===== config.mk =====
export PLATFORM = sky130hd
export DESIGN_NAME = mux_rr_scheduler
export DESIGN_NICKNAME = d
export VERILOG_FILES = /design/src/rtl/mux_rr_scheduler.sv
export SDC_FILE = /design/constraint.sdc
export NUM_CORES = 1
export LEC_CHECK = 0
export BUFFER_PORTS_ARGS = -buffer_cell sky130_fd_sc_hd__buf_2
export CAP_MARGIN = 0
export CORE_MARGIN = 2
export CORE_UTILIZATION = 42
export DETAILED_ROUTE_END_ITERATION = 8
export PLACE_DENSITY = 0.91
export SLEW_MARGIN = 20
export SYNTH_ARGS = -nofsm -noshare
export SYNTH_HDL_FRONTEND = slang
export SYNTH_SLANG_ARGS = --single-unit
export TNS_END_PERCENT = 1

===== constraint.sdc =====
create_clock -name clk -period 2.23 [get_ports clk]
set_input_delay 0.223 -clock clk [delete_from_list [all_inputs] [get_ports clk]]
set_output_delay 0.223 -clock clk [all_outputs]
set_load 0.02 [all_outputs]

===== src/rtl/mux_rr_scheduler.sv =====
// mux_rr_scheduler: round-robin, burst-locked N:1 beat multiplexer.
// One requester is granted per burst. Its beats are steered from the packed
// request bus, where requester 0 occupies the MSB slice, into a single-entry
// valid/ready output register. A burst closes on a beat flagged last. Each
// arbitration costs one idle bubble cycle.
module mux_rr_scheduler #(
    parameter int WIDTH      = 32,
    parameter int NUM_INPUTS = 4,
    localparam int SEL_W     = $clog2(NUM_INPUTS)
) (
    input  logic                        clk,
    input  logic                        rst_n,
    input  logic [NUM_INPUTS-1:0]       req_valid,
    input  logic [NUM_INPUTS-1:0]       req_last,
    input  logic [NUM_INPUTS*WIDTH-1:0] req_data,
    output logic [NUM_INPUTS-1:0]       req_ready,
    output logic                        out_valid,
    input  logic                        out_ready,
    output logic [WIDTH-1:0]            out_data,
    output logic [SEL_W-1:0]            out_sel,
    output logic                        out_last,
    output logic                        busy,
    output logic [SEL_W-1:0]            grant_idx
);

    typedef enum logic [0:0] {
        ST_IDLE   = 1'b0,
        ST_LOCKED = 1'b1
    } state_t;

    state_t             r_state;
    logic [SEL_W-1:0]   r_ptr;
    logic [SEL_W-1:0]   r_grant;
    logic               r_out_valid;
    logic [WIDTH-1:0]   r_out_data;
    logic [SEL_W-1:0]   r_out_sel;
    logic               r_out_last;

    logic               w_locked;
    logic               w_load_en;
    logic               w_valid_g;
    logic               w_last_g;
    logic               w_xfer;
    logic               w_found;
    logic [SEL_W-1:0]   w_winner;
    logic [WIDTH-1:0]   w_slice;

    // (base + ofs) reduced modulo NUM_INPUTS; both operands are below NUM_INPUTS.
    function automatic logic [SEL_W-1:0] wrap_idx(input logic [SEL_W-1:0] base,
                                                  input int unsigned      ofs);
        logic [SEL_W:0] sum;
        sum = {1'b0, base} + (SEL_W+1)'(ofs);
        sum = (sum >= (SEL_W+1)'(NUM_INPUTS)) ? (sum - (SEL_W+1)'(NUM_INPUTS)) : sum;
        return sum[SEL_W-1:0];
    endfunction

    assign w_locked  = (r_state == ST_LOCKED);
    assign w_load_en = ~r_out_valid | out_ready;
    assign w_valid_g = req_valid[r_grant];
    assign w_last_g  = req_last[r_grant];
    assign w_xfer    = w_locked & w_valid_g & w_load_en;

    // Round-robin pick: scan from the farthest candidate back to ptr so the nearest valid one wins.
    always_comb begin
        logic [SEL_W-1:0] v_idx;
        w_found  = 1'b0;
        w_winner = r_ptr;
        v_idx    = r_ptr;
        for (int k = NUM_INPUTS - 1; k >= 0; k--) begin
            v_idx    = wrap_idx(r_ptr, k);
            w_found  = w_found | req_valid[v_idx];
            w_winner = req_valid[v_idx] ? v_idx : w_winner;
        end
    end

    // Steer the granted requester's slice; requester i lives at the i-th slice counted from the MSB.
    always_comb begin
        w_slice = '0;
        for (int i = 0; i < NUM_INPUTS; i++) begin
            w_slice = (r_grant == SEL_W'(i)) ? req_data[(NUM_INPUTS-1-i)*WIDTH +: WIDTH] : w_slice;
        end
    end

    // Only the granted requester may be ready, and only when the output register can take a beat.
    always_comb begin
        req_ready = '0;
        if (w_locked) begin
            req_ready[r_grant] = w_load_en;
        end else begin
            req_ready = '0;
        end
    end

    // Arbitration FSM: IDLE picks a winner (bubble cycle), LOCKED holds it until a last beat moves.
    always_ff @(posedge clk or negedge rst_n) begin
        if (!rst_n) begin
            r_state <= ST_IDLE;
            r_ptr   <= '0;
            r_grant <= '0;
        end else begin
            case (r_state)
                ST_IDLE: begin
                    if (w_found) begin
                        r_grant <= w_winner;
                        r_state <= ST_LOCKED;
                    end
                end
                ST_LOCKED: begin
                    if (w_xfer && w_last_g) begin
                        r_state <= ST_IDLE;
                        r_ptr   <= (r_grant == SEL_W'(NUM_INPUTS - 1)) ? '0 : r_grant + 1'b1;
                    end
                end
                default: begin
                    r_state <= ST_IDLE;
                end
            endcase
        end
    end

    // Single-entry output stage: load on transfer, empty when drained with nothing new arriving.
    always_ff @(posedge clk or negedge rst_n) begin
        if (!rst_n) begin
            r_out_valid <= 1'b0;
            r_out_data  <= '0;
            r_out_sel   <= '0;
            r_out_last  <= 1'b0;
        end else if (w_xfer) begin
            r_out_valid <= 1'b1;
            r_out_data  <= w_slice;
            r_out_sel   <= r_grant;
            r_out_last  <= w_last_g;
        end else if (out_ready) begin
            r_out_valid <= 1'b0;
        end
    end

    assign out_valid = r_out_valid;
    assign out_data  = r_out_data;
    assign out_sel   = r_out_sel;
    assign out_last  = r_out_last;
    assign busy      = w_locked;
    assign grant_idx = r_grant;

endmodule


* Word level (Yosys, flattened, before mapping) *
Cells that the tools add are included.

operators by class
  add/sub/neg operators = 8
  $lt $le $gt $ge = 10
  eq/ne operators = 3
  multiplexer cells = 33
  bitwise logic cells = 9
  reductions and logical operators = 6

operator list
  kind                                                                                  number
  32-bit two-way mux                                                                    4
  2-bit two-way mux                                                                     9
  2-bit by 3-bit < comparator with 1-bit output (second input constant)                 5
  1-bit binary-select mux with 2-bit select                                             6
  1-bit two-way mux                                                                     11
  3-bit greater-or-equal comparator (second input constant)                             3
  2-bit by 1-bit subtractor with 2-bit output (second input constant)                   4
  2-bit by 2-bit adder with 3-bit output (second input constant)                        2
  4-bit bitwise AND                                                                     1
  2-bit == test (second input constant)                                                 2
  4-bit two-way mux                                                                     1
  1-bit OR                                                                              4
  2-bit AND reduction                                                                   2
  2-bit by 1-bit adder with 3-bit output (second input constant)                        1
  2-bit by 3-bit greater-or-equal comparator with 1-bit output (second input constant)  1
  2-bit by 1-bit adder with 2-bit output (second input constant)                        1
  1-bit bitwise AND                                                                     2
  1-bit demux with 2-bit select                                                         1
  2-bit by 1-bit == test with 1-bit output (second input constant)                      1
  2-bit by 1-bit greater-or-equal comparator with 1-bit output (second input constant)  1
  1-bit logical AND                                                                     2
  2-bit logical NOT                                                                     1
  1-bit NOT                                                                             2
  1-bit case mux with 2 select lines                                                    1
  2-bit nonzero test                                                                    1

storage, ports and cells
  flip-flop bits (word level) = 41
  input bits = 139
  output and inout bits = 43

* Depth between registers and ports, before layout *
Gate-level depths: netlist of run 1.

  depth after elaboration = 10
  gate-level depth with buffers = 8

* Least setup slack after synthesis of run 1 *
OpenSTA, ideal clock, no wires.

  path kind = reg2out
  start = reg r_grant[0], in the netlist grant_idx[0]
  end = out req_ready[2]
  arrival = 1755 ps
  data required time = 2007 ps
  setup slack = 252 ps
  stages on the path, launching flop included = 7
  buffers on the path = 3
  cells stage by stage = dfrtp_1 -> buf_2 -> inv_1 -> ha_1 -> clkbuf_1 -> buf_1 -> and3_1

between the ends
  word-level cells in the longest chain between the ends = 6
  elaborated cells between the ends (all ways) = 7

RTL lines
  what                                                                                                                                                        line  RTL
  start, declared                                                                                                                                             33    logic [SEL_W-1:0] r_grant;
  start signal, assigned                                                                                                                                      104   r_grant <= w_winner;
  2-bit by 3-bit < comparator with 1-bit output (implied by the code) / 2-bit by 1-bit greater-or-equal comparator with 1-bit output (equally long branches)  88    req_ready[r_grant] = w_load_en;
  1-bit logical AND (implied by the code)                                                                                                                     88
  1-bit two-way mux (implied by the code)                                                                                                                     88
  1-bit demux with 2-bit select (*)                                                                                                                           88
  4-bit bitwise AND (no line) (*)                                                                                                                             --
  4-bit two-way mux (*)                                                                                                                                       87    if (w_locked) begin
  end, declared                                                                                                                                               16    output logic [NUM_INPUTS-1:0] req_ready,

Every way passes the cells marked *; elsewhere a longest branch is shown, timed or not.

* Worst setup path in the final report of run 1 *
  start = reg r_grant[1], in the netlist grant_idx[1]
  end = reg r_out_data[17], in the netlist out_data[17]

between the ends
  word-level cells in the longest chain between the ends = 5
  elaborated cells between the ends (all ways) = 12

RTL lines
  what                              line  RTL
  2-bit logical NOT                 80    w_slice = (r_grant == SEL_W'(i)) ? req_data[(NUM_INPUTS-1-i)*WIDTH +: WIDTH] : w_slice;
  32-bit two-way mux (4 in series)  80
  end signal, assigned              130   r_out_data <= w_slice;
  end, declared                     35    logic [WIDTH-1:0] r_out_data;

Parallel ways exist; a longest one is shown, timed or not. The select of a mux whose other input is x is not followed.
A chain may end at the register's enable or synchronous reset.

==> results of run 1 <==
[through the flow]
step / instances / instance area, sq um
floorplan: 314 / 2670
global route: 562 / 3720
detailed placement: 554 / 3610
global placement: 554 / 3610
CTS: 562 / 3720
finish: 562 / 3720
[layout make-up]
| type | count | area (sq um) | share of cell area (%) |
|---|---|---|---|
| clock buffers | 7 | 96.3 | 2.59 |
| clock inverters | 1 | 5.00 | 0.134 |
| inverters | 37 | 139 | 3.73 |
| multi-input cells | 205 | 1360 | 36.4 |
| flip-flops and latches | 41 | 1030 | 27.6 |
| well taps | 77 | 96.3 | 2.59 |
| repair buffers | 194 | 1000 | 27.0 |
[placed cells by master (no fill, tap or decap)]
cell type / instances
a221o_1: 31
nand2_1: 7
ha_2: 2
a21oi_1: 66
ha_1: 2
nor4_1: 1
dfrtp_1: 41
a31oi_1: 2
mux2_2: 3
buf_4: 13
nor2_1: 35
clkbuf_8: 7
a211o_1: 1
o22ai_1: 1
mux2i_1: 2
nor3_1: 1
nand2b_1: 1
a22oi_1: 33
clkinv_2: 1
inv_1: 37
mux2_4: 1
and3_1: 4
nor2b_1: 1
nor2b_4: 1
mux4_2: 2
and3_4: 1
buf_2: 181
o21ai_0: 6
o221ai_1: 1
[cells by family (layout without fill, tap and decap cells)]
| kind of cell | Yosys count | after routing |
|---|---|---|
| adder cells (fa/ha/maj) | 4 | 4 |
| flip-flops | 41 | 41 |
| AND/OR/NAND/NOR | 52 | 52 |
| multiplexers | 8 | 8 |
| buffers and inverters | 68 | 239 |
| AO/OA/AOI/OAI | 141 | 141 |
[path summary, 6_finish.rpt]
path / endpoint / slack [ns] / cells after the start
max: out_data[17] / 0.21 / 6
min: out_data[17] / 0.07 / 1
min reg2reg: out_sel[0] / 0.52 / 1
max reg2reg: out_data[17] / 0.21 / 6
max in group asynchronous: out_data[30] / 1.55 / 1
min in group clk: out_data[11] / 0.25 / 3
[metal layers]
metal / vias to the layer above / track usage [%] / routed length, microns
met2: 157 / 43.1 / 4320
li1: 1483 / - / -
met4: 0 / 7.33 / 76
met5: - / 0 / 0
met1: 1478 / 28.9 / 3370
met3: 8 / 4.75 / 711
[flip-flops by register name (all words and copies together), names as in the netlist]
signal and cells:
out_data 32, grant_idx 2, out_sel 2, r_ptr 2, busy 1, out_last 1, out_valid 1
[cell usage after synthesis (all sizes together)]
cell / count
o21ai: 6
nor3: 1
nor2: 35
ha: 4
o221ai: 1
nand2: 7
a211o: 1
inv: 37
a31oi: 2
nor2b: 2
clkbuf: 21
buf: 10
mux4: 2
a22oi: 33
mux2i: 2
a21oi: 66
mux2: 4
dfrtp: 41
nand2b: 1
nor4: 1
a221o: 31
and3: 5
o22ai: 1
[worst register-to-register path: stages (launching register included)]
cell	delay (ns)
dfrtp_1	0.38
buf_4	0.17
mux4_2	0.34
and3_4	0.43
buf_4	0.41
nor2_1	0.08
a21oi_1	0.13
[power breakdown]
part	total, mW	leakage [nW]	internal [mW]	switching, mW
combinational	3.75	1.46	1.53	2.22
clock	0.539	0.0542	0.280	0.259
sequential	1.38	0.463	1.14	0.236
total	5.67	1.98	2.95	2.72
==> flow_metrics.tcl, run 1 <==
set metrics [dict create \
    antenna_found_initial 0 \
    cts_tree "yes" \
    cts_made_buffers 5 \
    vias_per_cell 5.56 \
    vdd_drop_max_mv 0.797 \
    critical_path_class "reg -> reg" \
    path_delay_family "buffers and inverters" \
    remaining_drc_errors 0 \
    power.density_mw_per_mm2 1520 \
    synthAdderAreaFrac_pct 1.88 \
    grt_max_degree 42 \
    area_growth_pct 39.5 \
    cts-root-buf "clkbuf_8" \
    die_w_microns 83.7 \
    diodes 0 \
    path_cells "buf_4, mux4_2, and3_4, buf_4, nor2_1, a21oi_1" \
    grt_pass1_wl_microns 13900 \
    startpoint_type "flop" \
    hold-worst-slack_ns 0.0727 \
    slowest_stage "and3_4" \
    cts_setup_buffers 0 \
    drv_cap 0 \
    timing.final.ws_setup_ns 0.210 \
    crit_arrival_ns 2.23 \
    first_pass_iters 8 \
    gr-total-overflow 0 \
    setup_viol 0 \
    synth_warnings 0 \
    fin_crit_ns 2.02 \
    min_period_over_period_pct 90.6 \
    grt_pass1_vias 3064 \
    yosysSeqAreaShare_pct 38.5 \
    clock_skew_ns 0.00421 \
    nFillCells 567 \
    std_cell_rows 29 \
    clk_pin_slew_worst_paths_ns 0.08 \
    dp_hpwl_microns 6280 \
    maxSlewHeadroom_pct 36.3 \
    ys_ff_latch 41 \
    total_power_mw 5.67 \
    required_ns 2.44 \
    core_sq_mm 0.00624 \
    ioPinCount 182 \
    rsz0062_at_grt "false" \
    fin_tns_setup_ns 0 \
    htreeDepth 2 \
    critPathCaptureType "flop" \
    port_buffers 181 \
    synth_top_family_by_area "compound AO/OA/AOI/OAI gates" \
    dp_slack_ns -0.0715 \
    postLayoutCoreUtil_pct 59.6 \
    reg2reg_from "grant_idx[1]" \
    crit_buf_inv 2 \
    status "complete, no violations" \
    synth_xor_area_share_pct 0 \
    drive_gt1_share_pct 43.7 \
    crit_top_cell "buf_4" \
    synth-compound-area-share_pct 35.8 \
    cts-resized-gates 1 \
    clock.fmax_mhz 495 \
    initial_core_util_pct 42.7 \
    startpoint "grant_idx[1]" \
    clkLatencyLatePin_ns 0.28 \
    synthTopCellsByArea "dfrtp_1 38%, a21oi_1 12%, a221o_1 12%" \
    hp-class "in -> async" \
    yosys.area.top_type "dfrtp_1" \
    track_usage_pct 24.0 \
    synth_nets 457 \
    ant_nets 0 \
    drv_slew 0 \
    gp_congestion 0.884 \
    finalWirelength_microns 8480 \
    synth.distinct_cells 28 \
    syn_area_per_cell_sq_um 8.50 \
    die_y_microns 83.7 \
    cts.sinks 41 \
    die_area_sq_mm 0.00700 \
    synth.area.mux_share_pct 4.27 \
    num_vias 3126 \
    synthSimpleGateAreaFrac_pct 8.40 \
    synth_top_area_share_pct 38.5 \
    wl_per_cell_microns 15.1 \
    syn_area_sq_mm 0.00267 \
    synthCells 314 \
    worst_pin_slew_ns 0.956 \
    layout.nets 627 \
    drtIter0Drc 143 \
    ctsLongestPathBuffers 2 \
    p_leak_nw 1.98 \
    ctsHoldBuffers 0 \
    crit_path_max_fanout 35 \
    hold_viol 0 \
    critPathMaxStageDelay_ns 0.43 \
]
No activity file was read; power rests on OpenSTA's default activity.
==> run 2, diff against run 1 <==
Settings changed: CORE_MARGIN 2 to 1.
==> run 2 against run 1 <==
Effect of this change: sequential power about the same; first-iteration DRC count decreased by 7.0%; register-to-register slack about the same.
==> flow_metrics.tcl, run 2 (synthesis results as in run 1) <==
set metrics [dict create \
    die_y_microns 81.7 \
    cts_setup_buffers 0 \
    cts.sinks 41 \
    finalWirelength_microns 8130 \
    drive_gt1_share_pct 43.1 \
    initial_core_util_pct 44.3 \
    final_common_cell "buf_2" \
    fin_tns_setup_ns 0 \
    hold_viol 0 \
    layout_common_cells "181 x buf_2, 66 x a21oi_1, 41 x dfrtp_1" \
    total_power_mw 5.66 \
    crit_path_max_fanout 34 \
    critPathMaxStageDelay_ns 0.63 \
    grt_pass1_vias 2960 \
    die_area_sq_mm 0.00667 \
    grt_pass1_wl_microns 12500 \
    diodes 0 \
    gp_congestion 0.815 \
    path_cells "inv_1, ha_2, and3_1, buf_2" \
    drv_cap 0 \
    fin_crit_ns 2.09 \
    reg2reg_from "grant_idx[1]" \
    first_pass_iters 4 \
    grt_max_degree 42 \
    num_vias 3087 \
    antenna_found_initial 0 \
    r2r_cells 6 \
    stdcell_count 555 \
    setup_viol 0 \
    track_usage_pct 24.5 \
    die_w_microns 81.7 \
    routed-wl-met2_microns 4100 \
    worst_pin_slew_ns 0.940 \
    crit_buf_inv 2 \
    rsz0062_at_grt "false" \
    gr-total-overflow 0 \
    remaining_drc_errors 0 \
    cts_tree "yes" \
    cts_made_buffers 5 \
    ant_nets 0 \
    min_period_over_period_pct 93.9 \
    clkLatencyLatePin_ns 0.29 \
    startpoint_type "flop" \
    drv_slew 0 \
    cts-resized-gates 0 \
    hp-class "in -> async" \
    ctsHoldBuffers 0 \
    maxSlewHeadroom_pct 37.3 \
    core_sq_mm 0.00603 \
    largest_reg_flops 32 \
    power.density_mw_per_mm2 1530 \
    dp_hpwl_microns 5960 \
    wl_met1_microns 3350 \
    dpl.cell_count 547 \
    crit_arrival_ns 1.87 \
    clock.fmax_mhz 478 \
    wl_per_cell_microns 14.6 \
    critPathCaptureType "output pin" \
    slowest_stage "ha_2" \
    required_ns 2.01 \
    ff2ff_setup_slack_ns 0.22 \
    area_growth_pct 38.9 \
    std_cell_rows 28 \
    vdd_drop_max_mv 0.854 \
    htreeDepth 2 \
    vias_per_cell 5.56 \
    clock_skew_ns 0.00656 \
    reg2reg_to "out_data[17]" \
    layout.nets 622 \
    ctsLongestPathBuffers 2 \
    ioPinCount 182 \
    status "complete, no violations" \
    p_leak_nw 1.96 \
    nFillCells 533 \
    wl_met3_microns 591 \
    cts-root-buf "clkbuf_8" \
    port_buffers 181 \
    clk_pin_slew_worst_paths_ns 0.08 \
    top_layer_used "met4" \
    critical_path_class "reg -> out" \
    path_delay_family "adder cells" \
    drtIter0Drc 133 \
]
run 2: cell types whose count changed in the layout (fill, tap and decap cells not counted):
cell	delta
buf_4	-7
buf_12	+2
run 2: final cells by class:
cell class / count / area [sq um] / share of cell area [%]
clock buffers: 7 / 96.3 / 2.60
clock inverters: 1 / 5.00 / 0.135
inverters: 37 / 139 / 3.75
multi-input cells: 205 / 1360 / 36.6
flip-flops and latches: 41 / 1030 / 27.7
well taps: 75 / 93.8 / 2.53
repair buffers: 189 / 991 / 26.7
run 2: worst register-to-register path, delay by kind of cell, from the launching register on:
| kind | cells | cell delay, ns |
|---|---|---|
| buffers and inverters | 2 | 0.58 |
| AND/OR/NAND/NOR | 2 | 0.49 |
| flip-flops | 1 | 0.38 |
| multiplexers | 1 | 0.35 |
| AO/OA/AOI/OAI | 1 | 0.13 |
run 2: metal layers:
metal  track usage, %  vias up
met2             45.8      149
met3             5.44        8
met1             26.1     1451
li1                 -     1479
met5                0        -
met4             10.5        0
run 2: how the worst max path moves through the flow:
stage / cells past startpoint / slack (ns) / startpoint / endpoint
after floorplan: 6 / 0.25 / grant_idx[0] / req_ready[2]
after global placement: 7 / 0.28 / grant_idx[0] / out_data[2]
after detailed placement: 7 / 0.16 / grant_idx[0] / out_data[2]
after CTS: 4 / 0.11 / grant_idx[0] / req_ready[2]
after global routing: 4 / 0.01 / grant_idx[0] / req_ready[2]
final: 4 / 0.14 / grant_idx[0] / req_ready[2]
run 2: through the flow:
step                      worst slack [ns]  util (%)  instance area (sq um)  hold WS (ns)
final                                0.137      61.5                   3710        0.0738
after global routing                0.0123      61.5                   3710         0.147
after CTS                            0.111      61.4                   3700         0.108
after detailed placement             0.163      59.7                   3600         0.435
after global placement               0.276      59.7                   3600         0.409
after floorplan                      0.252         -                   2670       -0.0726
run 2: power by group:
group | internal (mW) | switching, mW | total [mW] | leakage, nW
Sequential | 1.14 | 0.236 | 1.38 | 0.463
Clock | 0.280 | 0.261 | 0.541 | 0.0542
Combinational | 1.53 | 2.21 | 3.74 | 1.45
==> run 3, diff against run 2 <==
Settings changed: HOLD_SLACK_MARGIN set to 0.15.
==> run 3 against run 2 <==
Effect of this change: final area is 0.27% higher; via count rose by 0.13%; register-to-register slack about the same; critical path depth did not move; setup slack got worse by 0.00054 ns; flip-flop and latch count stayed put; global-route usage stayed put; first-iteration DRC count shrank 5.3%; final cell count is 0.18% higher; clock power about the same; routed wire length is 0.30% higher; sequential share of layout area shrank 0.075 points.
==> flow_metrics.tcl, run 3 (synthesis results as in run 1) <==
set metrics [dict create \
    first_pass_iters 4 \
    wl_per_cell_microns 14.7 \
    clock.fmax_mhz 478 \
    track_usage_pct 24.5 \
    startpoint_type "flop" \
    remaining_drc_errors 0 \
    drtIter0Drc 126 \
    grt_max_degree 42 \
    dp_slack_ns 0.163 \
    drv_slew 0 \
    grt_pass1_wl_microns 12500 \
    cts-root-buf "clkbuf_8" \
    die_area_sq_mm 0.00667 \
    initial_core_util_pct 44.3 \
    cts_made_buffers 5 \
    std_cell_rows 28 \
    reg2reg_from "grant_idx[1]" \
    postLayoutCoreUtil_pct 61.7 \
    num_vias 3091 \
    layout_common_cells "181 x buf_2, 66 x a21oi_1, 41 x dfrtp_1" \
    status "complete, no violations" \
    drive_gt1_share_pct 43.0 \
    area_growth_pct 39.3 \
    port_buffers 181 \
    fin_crit_ns 2.09 \
    final_common_cell "buf_2" \
    hold_path.startpoint "req_data[0]" \
    timing.final.ws_setup_ns 0.136 \
    critPathCaptureType "output pin" \
    power.density_mw_per_mm2 1520 \
    ioPinCount 182 \
    cts.sinks 41 \
    core_sq_mm 0.00603 \
    ctsLongestPathBuffers 2 \
    largest_reg_flops 32 \
    crit_arrival_ns 1.87 \
    startpoint "grant_idx[0]" \
    gp_congestion 0.815 \
    crit_path_max_fanout 34 \
    dp_hpwl_microns 5960 \
    min_period_over_period_pct 93.9 \
    die_y_microns 81.7 \
    die_w_microns 81.7 \
    setup_viol 0 \
    maxSlewHeadroom_pct 36.6 \
    critical_path_class "reg -> out" \
    antenna_found_initial 0 \
    required_ns 2.01 \
    layout.nets 623 \
    r2r_cells 6 \
    p_leak_nw 1.97 \
    hp-class "in -> reg" \
    hold_viol 0 \
    cts_tree "yes" \
    dpl_cell_area_sq_mm 0.00360 \
    vdd_drop_max_mv 0.852 \
    grt_pass1_vias 2960 \
    clock_skew_ns 0.00673 \
    rsz0062_at_grt "false" \
    htreeDepth 2 \
    gr-total-overflow 0 \
    ant_nets 0 \
    final_area_sq_mm 0.00372 \
    vias_per_cell 5.56 \
    min_delay_path_depth 3 \
    drv_cap 0 \
    clkLatencyLatePin_ns 0.29 \
    diodes 0 \
    fin_tns_setup_ns 0 \
    worst_pin_slew_ns 0.951 \
    clk_pin_slew_worst_paths_ns 0.08 \
    finalWirelength_microns 8150 \
]
==> run 3: changes by cell type in the layout (fill, tap and decap cells not counted), sizes merged <==
cell,delta
dlygate4sd3,+1
==> run 3: layer usage <==
metal	global-route usage, %	share of wire (%)	vias to the layer above
li1	-	-	1480
met1	26.1	41	1449
met2	45.8	51	154
met3	5.44	7.5	8
met4	10.5	1.0	0
met5	0	0	-
==> run 3: worst paths after layout <==
check                                to  slack, ns
max reg2reg                out_data[25]       0.23
min                         out_data[0]       0.25
min reg2reg                out_data[14]       0.52
max in group asynchronous  out_data[15]       1.03
min in group asynchronous    out_sel[1]       0.62
max                        req_ready[2]       0.14
==> run 3: worst max-delay path: stages (launching register included) <==
cell and delay [ns]:
dfrtp_1 0.42, inv_1 0.11, ha_2 0.63, and3_1 0.25, buf_2 0.16
==> run 3: timing repair <==
action	in CTS	in global routing
setup buffers	0	0
hold buffers	1	0
setup endpoints to repair	0	8
hold endpoints to repair	41	0
resized for setup	0	1
==> run 3: layout make-up <==
class | instances | area (sq um)
tap | 75 | 93.8
sequential | 41 | 1030
multi-input combinational | 205 | 1360
timing repair buffer | 190 | 1000
inverter | 37 | 139
clock buffer | 7 | 96.3
clock inverter | 1 | 5.00
fill | 531 | 2310
==> run 3: power breakdown <==
| group | total [mW] | switching, mW | internal, mW | leakage (nW) |
|---|---|---|---|---|
| combinational | 3.74 | 2.21 | 1.53 | 1.45 |
| sequential | 1.38 | 0.236 | 1.14 | 0.463 |
| clock | 0.542 | 0.262 | 0.280 | 0.0542 |
==> run 3: stage by stage <==
step	cells	hold WS (ns)	power (mW)
floorplan	314	-0.0726	4.13
global placement	547	0.409	4.98
detailed placement	547	0.435	5.13
CTS	556	0.239	5.68
global route	556	0.248	6.16
finish	556	0.252	5.66
